===== src/rtl/mem_port_arbiter_if.sv =====
`default_nettype none
// ============================================================================
// Module   : mem_port_arbiter_if
// Brief    : Bundles the fetch, data and memory-side signals of the shared
//            memory-port arbiter. The slave modport is the arbiter's view;
//            the master modport is the view of the surrounding pipeline
//            and memory.
// Revision : 1.0 - initial release
// ============================================================================
interface mem_port_arbiter_if #(
  parameter int ADDR_W = 32,
  parameter int DATA_W = 32
);
  // Instruction-fetch requester
  logic                  if_req;
  logic [ADDR_W-1:0]     if_addr;
  logic                  if_valid;
  logic [DATA_W-1:0]     if_rdata;
  // Load/store data requester
  logic                  d_req;
  logic                  d_wr;
  logic [DATA_W/8-1:0]   d_mask;
  logic [ADDR_W-1:0]     d_addr;
  logic [DATA_W-1:0]     d_wdata;
  logic                  d_done;
  logic [DATA_W-1:0]     d_rdata;
  // Shared memory port
  logic                  mem_req;
  logic                  mem_wr;
  logic [DATA_W/8-1:0]   mem_mask;
  logic [ADDR_W-1:0]     mem_addr;
  logic [DATA_W-1:0]     mem_wdata;
  logic                  mem_ack;
  logic [DATA_W-1:0]     mem_rdata;
  // Pipeline stalls
  logic                  stall_f;
  logic                  stall_m;

  modport slave (
    input  if_req, if_addr,
    input  d_req, d_wr, d_mask, d_addr, d_wdata,
    input  mem_ack, mem_rdata,
    output if_valid, if_rdata,
    output d_done, d_rdata,
    output mem_req, mem_wr, mem_mask, mem_addr, mem_wdata,
    output stall_f, stall_m
  );

  modport master (
    output if_req, if_addr,
    output d_req, d_wr, d_mask, d_addr, d_wdata,
    output mem_ack, mem_rdata,
    input  if_valid, if_rdata,
    input  d_done, d_rdata,
    input  mem_req, mem_wr, mem_mask, mem_addr, mem_wdata,
    input  stall_f, stall_m
  );
endinterface
`default_nettype wire


===== src/rtl/mem_port_arbiter.sv =====
`default_nettype none
// ============================================================================
// Module   : mem_port_arbiter
// Brief    : Shares one memory port between instruction fetch and the
//            load/store unit. Data wins by fixed priority, but after
//            STARVE_LIMIT consecutive data grants taken while fetch waits,
//            fetch is forced through. Drives pipeline stalls while an
//            access is outstanding.
// Revision : 1.0 - initial release
// ============================================================================
module mem_port_arbiter #(
  parameter int ADDR_W       = 32,
  parameter int DATA_W       = 32,
  parameter int STARVE_LIMIT = 4
) (
  input  wire logic           clk,
  input  wire logic           rst,
  mem_port_arbiter_if.slave   bus
);

  localparam int              c_mask_w     = DATA_W / 8;
  localparam logic [3:0]      c_starve_max = 4'(STARVE_LIMIT);

  typedef enum logic [1:0] {
    IDLE   = 2'd0,
    BUSY_I = 2'd1,
    BUSY_D = 2'd2
  } state_t;

  state_t                r_state;
  state_t                w_state_nxt;

  logic                  r_mem_req;
  logic                  r_mem_wr;
  logic [c_mask_w-1:0]   r_mem_mask;
  logic [ADDR_W-1:0]     r_mem_addr;
  logic [DATA_W-1:0]     r_mem_wdata;
  logic [3:0]            r_starve_cnt;

  logic                  w_mem_req_nxt;
  logic                  w_mem_wr_nxt;
  logic [c_mask_w-1:0]   w_mem_mask_nxt;
  logic [ADDR_W-1:0]     w_mem_addr_nxt;
  logic [DATA_W-1:0]     w_mem_wdata_nxt;
  logic [3:0]            w_starve_cnt_nxt;

  logic                  w_data_wins;
  logic                  w_if_valid;
  logic                  w_d_done;

  // Data wins unless fetch is waiting and has already been passed over too often.
  assign w_data_wins = bus.d_req && (!bus.if_req || (r_starve_cnt < c_starve_max));

  // Next-state and next memory-command computation; memory fields only change on a grant.
  always_comb begin
    w_state_nxt      = r_state;
    w_mem_req_nxt    = r_mem_req;
    w_mem_wr_nxt     = r_mem_wr;
    w_mem_mask_nxt   = r_mem_mask;
    w_mem_addr_nxt   = r_mem_addr;
    w_mem_wdata_nxt  = r_mem_wdata;
    w_starve_cnt_nxt = r_starve_cnt;

    case (r_state)
      IDLE: begin
        if (w_data_wins) begin
          w_state_nxt     = BUSY_D;
          w_mem_req_nxt   = 1'b1;
          w_mem_wr_nxt    = bus.d_wr;
          w_mem_mask_nxt  = bus.d_mask;
          w_mem_addr_nxt  = bus.d_addr;
          w_mem_wdata_nxt = bus.d_wdata;
          if (bus.if_req && (r_starve_cnt < c_starve_max)) begin
            w_starve_cnt_nxt = r_starve_cnt + 4'd1;
          end
        end else if (bus.if_req) begin
          w_state_nxt      = BUSY_I;
          w_mem_req_nxt    = 1'b1;
          w_mem_wr_nxt     = 1'b0;
          w_mem_mask_nxt   = {c_mask_w{1'b1}};
          w_mem_addr_nxt   = bus.if_addr;
          w_mem_wdata_nxt  = '0;
          w_starve_cnt_nxt = 4'd0;
        end
      end
      BUSY_I, BUSY_D: begin
        // The IDLE cycle that follows is the mandatory turnaround.
        if (bus.mem_ack) begin
          w_state_nxt   = IDLE;
          w_mem_req_nxt = 1'b0;
        end
      end
      default: begin
        w_state_nxt   = IDLE;
        w_mem_req_nxt = 1'b0;
      end
    endcase
  end

  // State and registered memory command; reset abandons any outstanding access.
  always_ff @(posedge clk) begin
    if (rst) begin
      r_state      <= IDLE;
      r_mem_req    <= 1'b0;
      r_mem_wr     <= 1'b0;
      r_mem_mask   <= '0;
      r_mem_addr   <= '0;
      r_mem_wdata  <= '0;
      r_starve_cnt <= 4'd0;
    end else begin
      r_state      <= w_state_nxt;
      r_mem_req    <= w_mem_req_nxt;
      r_mem_wr     <= w_mem_wr_nxt;
      r_mem_mask   <= w_mem_mask_nxt;
      r_mem_addr   <= w_mem_addr_nxt;
      r_mem_wdata  <= w_mem_wdata_nxt;
      r_starve_cnt <= w_starve_cnt_nxt;
    end
  end

  // Completions are qualified by the busy state so an ack seen in IDLE is dropped.
  assign w_if_valid = (r_state == BUSY_I) && bus.mem_ack;
  assign w_d_done   = (r_state == BUSY_D) && bus.mem_ack;

  assign bus.if_valid  = w_if_valid;
  assign bus.d_done    = w_d_done;
  assign bus.if_rdata  = w_if_valid ? bus.mem_rdata : '0;
  assign bus.d_rdata   = (w_d_done && !r_mem_wr) ? bus.mem_rdata : '0;

  assign bus.stall_f   = bus.if_req && !w_if_valid;
  assign bus.stall_m   = bus.d_req && !w_d_done;

  assign bus.mem_req   = r_mem_req;
  assign bus.mem_wr    = r_mem_wr;
  assign bus.mem_mask  = r_mem_mask;
  assign bus.mem_addr  = r_mem_addr;
  assign bus.mem_wdata = r_mem_wdata;

endmodule
`default_nettype wire


===== src/flat_wrapper.sv =====
// flat-port wrapper written by rule: the top's interface ports become plain ports
module mem_port_arbiter_flat 
#(
  parameter int ADDR_W       = 32,
  parameter int DATA_W       = 32,
  parameter int STARVE_LIMIT = 4
)
  (clk, rst, bus_if_req, bus_if_addr, bus_d_req, bus_d_wr, bus_d_mask, bus_d_addr, bus_d_wdata, bus_mem_ack, bus_mem_rdata, bus_if_valid, bus_if_rdata, bus_d_done, bus_d_rdata, bus_mem_req, bus_mem_wr, bus_mem_mask, bus_mem_addr, bus_mem_wdata, bus_stall_f, bus_stall_m);
  mem_port_arbiter_if #(.ADDR_W(ADDR_W), .DATA_W(DATA_W)) bus_i ();
  input  wire logic clk;
  input  wire logic rst;
  input wire logic [$bits(bus_i.if_req)-1:0] bus_if_req;
  input wire logic [$bits(bus_i.if_addr)-1:0] bus_if_addr;
  input wire logic [$bits(bus_i.d_req)-1:0] bus_d_req;
  input wire logic [$bits(bus_i.d_wr)-1:0] bus_d_wr;
  input wire logic [$bits(bus_i.d_mask)-1:0] bus_d_mask;
  input wire logic [$bits(bus_i.d_addr)-1:0] bus_d_addr;
  input wire logic [$bits(bus_i.d_wdata)-1:0] bus_d_wdata;
  input wire logic [$bits(bus_i.mem_ack)-1:0] bus_mem_ack;
  input wire logic [$bits(bus_i.mem_rdata)-1:0] bus_mem_rdata;
  output wire logic [$bits(bus_i.if_valid)-1:0] bus_if_valid;
  output wire logic [$bits(bus_i.if_rdata)-1:0] bus_if_rdata;
  output wire logic [$bits(bus_i.d_done)-1:0] bus_d_done;
  output wire logic [$bits(bus_i.d_rdata)-1:0] bus_d_rdata;
  output wire logic [$bits(bus_i.mem_req)-1:0] bus_mem_req;
  output wire logic [$bits(bus_i.mem_wr)-1:0] bus_mem_wr;
  output wire logic [$bits(bus_i.mem_mask)-1:0] bus_mem_mask;
  output wire logic [$bits(bus_i.mem_addr)-1:0] bus_mem_addr;
  output wire logic [$bits(bus_i.mem_wdata)-1:0] bus_mem_wdata;
  output wire logic [$bits(bus_i.stall_f)-1:0] bus_stall_f;
  output wire logic [$bits(bus_i.stall_m)-1:0] bus_stall_m;
  assign bus_i.if_req = bus_if_req;
  assign bus_i.if_addr = bus_if_addr;
  assign bus_i.d_req = bus_d_req;
  assign bus_i.d_wr = bus_d_wr;
  assign bus_i.d_mask = bus_d_mask;
  assign bus_i.d_addr = bus_d_addr;
  assign bus_i.d_wdata = bus_d_wdata;
  assign bus_i.mem_ack = bus_mem_ack;
  assign bus_i.mem_rdata = bus_mem_rdata;
  assign bus_if_valid = bus_i.if_valid;
  assign bus_if_rdata = bus_i.if_rdata;
  assign bus_d_done = bus_i.d_done;
  assign bus_d_rdata = bus_i.d_rdata;
  assign bus_mem_req = bus_i.mem_req;
  assign bus_mem_wr = bus_i.mem_wr;
  assign bus_mem_mask = bus_i.mem_mask;
  assign bus_mem_addr = bus_i.mem_addr;
  assign bus_mem_wdata = bus_i.mem_wdata;
  assign bus_stall_f = bus_i.stall_f;
  assign bus_stall_m = bus_i.stall_m;
  mem_port_arbiter #(.ADDR_W(ADDR_W), .DATA_W(DATA_W), .STARVE_LIMIT(STARVE_LIMIT)) u_core (.clk(clk), .rst(rst), .bus(bus_i));
endmodule

===== config.mk =====
export PLATFORM = sky130hd
export DESIGN_NAME = mem_port_arbiter_flat
export DESIGN_NICKNAME = d
export VERILOG_FILES = /design/src/rtl/mem_port_arbiter_if.sv /design/src/rtl/mem_port_arbiter.sv /design/src/flat_wrapper.sv
export SDC_FILE = /design/constraint.sdc
export NUM_CORES = 1
export LEC_CHECK = 0
export BUFFER_PORTS_ARGS = -buffer_cell sky130_fd_sc_hd__buf_4
export CAP_MARGIN = 10
export CORE_ASPECT_RATIO = 1.25
export CORE_MARGIN = 5
export CORE_UTILIZATION = 37
export DETAILED_ROUTE_END_ITERATION = 16
export PLACE_DENSITY = 0.8
export SLEW_MARGIN = 20
export SYNTH_ARGS = -nofsm -noshare
export SYNTH_HDL_FRONTEND = slang
export SYNTH_SLANG_ARGS = --single-unit

===== constraint.sdc =====
create_clock -name clk -period 1.4 [get_ports clk]
set_clock_uncertainty 0.05 [all_clocks]
set_input_delay 0.21 -clock clk [delete_from_list [all_inputs] [get_ports clk]]
set_output_delay 0.21 -clock clk [all_outputs]
set_load 0.005 [all_outputs]

==> metrics.txt <==
status finished, violations left; failing checks setup timing; Synth top area share 0.405; CTS tree built; Ys Warns 0; end-of-flow core utilization 0.835; CTS root buf clkbuf_16; Worst-Skew Late Latency 0.32 ns; Post-Syn Instances 475; GRT Total Usage 0.291; final-report max-slew violation count 0; CP required 1.58 ns; final net count 920; initial antenna violation count 0; hold buffers post-CTS 0; core area 0.0100 mm2; most common cell after layout, fill and taps aside buf_4; post-route minimum period 1.82 ns; Max Clock Freq 550 MHz; worst-path fanout max 8; H-tree levels 3; Sink Count 76; clk slew on worst S/H paths 0.06 ns; GR Overflow Total 0; Hold Crit Class input port to flip-flop; fin area 0.00835 mm2; flop and latch count out of synthesis 76; final-report hold violation count 0; drc violations 0; final worst-path cycle share 1.30; number of max-cap violations 0; clock buffer depth 2; GP Congestion 0.961; Routed WL 21.6 mm; # fillers 554; crit end category flip-flop; Least-Margin Pin Slew 0.429 ns; sequential share of the synthesized area 0.405; synthesis-to-layout area growth 122%; pre-CTS setup slack -0.354 ns; CTS Buf Count 9; setup TNS -42.58 ns; Syn Nets 617; largest net degree at the start of global routing 46; leading area contributor after synthesis dfxtp_1; First-pass DRT Iterations 5; leakage 3.72 nW; Pwr Density 954 mW/mm2; vias in the first global route 5307; share of cells above drive strength 1 0.733; die area 0.0123 mm2; unique cell type count in the Yosys netlist 32; RSZ-0062 raised after global routing true; vias 5326; Starting Density 0.375; first-pass GRT wire length 28.5 mm; antenna cells 0; final antenna-violating net count 0; Setup Crit Path Kind flip-flop to flip-flop; worst hold margin 0.120 ns; Setup Viol. Count Final 142; synth top area cells dfxtp_1, a211oi_1, nand4_1; fin worst setup slack -0.419 ns; Reg area 0.00152 mm2; Die Y 123 um; synthesized cell area 0.00376 mm2; Area after DPL 0.00616 mm2; multi-input combinational cell area 0.00305 mm2; wire per inst 23.7 um; vias per inst 5.85; Worst EP arrival 2.00 ns; most frequent cells in the layout buf_4, dfxtp_1, buf_6; input/output buffers 275; io pins 276; Die Wd 100 um; worst vdd ir 0.000701 V; # rows 41; Avg Cell Area, Syn 7.91 um2; Detailed Place HPWL 11.9 mm; relative slew slack 0.714; crit start category flip-flop; DRT iter0 DRCs 339
through the flow:
stage	cells	power, W
2_1_floorplan	475	0.00337
3_3_place_gp	853	0.00432
3_5_place_dp	853	0.00439
4_1_cts	899	0.00736
5_1_grt	911	0.00823
6_report	911	0.00797
registers in the layout (all words and copies together), names as in the netlist:
register,cells
u_core.r_starve_cnt,4
u_core.r_state,2
u_core.bus.mem_addr,32
u_core.bus.mem_mask,4
u_core.bus.mem_wr,1
u_core.bus.mem_req,1
u_core.bus.mem_wdata,32
where the power goes:
group          internal (W)  switching (W)  leakage [nW]
logic               0.00186        0.00148          2.96
clock network       0.00117       0.000889         0.131
registers           0.00239       0.000177         0.628
Yosys cell counts (all sizes together):
cell / count
o21ai: 37
and3: 32
o21a: 2
nor2b: 3
dfxtp: 76
o211ai: 1
nand2b: 1
nand4: 36
and2b: 1
clkbuf: 27
buf: 27
nor2: 42
inv: 3
a211oi: 36
nand2: 38
or4: 1
ha: 4
a21oi: 39
and2: 35
a31oi: 32
nor3b: 2
path summary, 6_finish.rpt:
kind / slack (ns) / from / cells past startpoint / to
worst max register to register: -0.42 / u_core.r_state[0] / 9 / u_core.bus.mem_addr[17]
worst max-delay path: -0.42 / u_core.r_state[0] / 9 / u_core.bus.mem_addr[17]
worst min register to register: 0.41 / u_core.bus.mem_wdata[11] / 2 / u_core.bus.mem_wdata[11]
worst min-delay path: 0.12 / bus_if_addr[21] / 3 / u_core.bus.mem_addr[21]
critical path: stages, from the launching register on:
cell	delay [ns]
dfxtp_2	0.33
inv_2	0.07
buf_4	0.11
buf_6	0.09
ha_4	0.17
buf_6	0.11
o21a_4	0.27
clkbuf_16	0.23
nor2_1	0.08
a211oi_2	0.22
logic make-up (layout without fill, tap and decap cells):
logic type / after synthesis / after routing / synth area share
AOI/OAI and AO/OA: 147 / 147 / 0.239
adders and majority gates: 4 / 4 / 0.0133
buffers and inverters: 57 / 361 / 0.0759
DFF: 76 / 76 / 0.405
and+or+nand+nor: 191 / 194 / 0.267
metal layers:
| metal | GRT usage | wire length [um] | vias to the layer above |
|---|---|---|---|
| li1 | - | - | 2337 |
| met1 | 0.351 | 7710 | 2553 |
| met2 | 0.491 | 11000 | 358 |
| met3 | 0.0745 | 1930 | 78 |
| met4 | 0.116 | 935 | 0 |
| met5 | 0 | 0 | - |
what timing repair did:
item                                    CTS  global route
cloned                                   12            10
pin swaps                                94            84
setup buffers                            19             7
endpoints found under the setup margin  141           144
resized for setup                       190           104
layout make-up:
cell class | count | share of cell area
clock buffer | 9 | 0.0270
tap | 129 | 0.0193
clock inverter | 6 | 0.00390
timing repair buffer | 343 | 0.400
sequential | 76 | 0.182
multi-input combinational | 345 | 0.366
inverter | 3 | 0.00135
(Power assumes the default switching activity.)
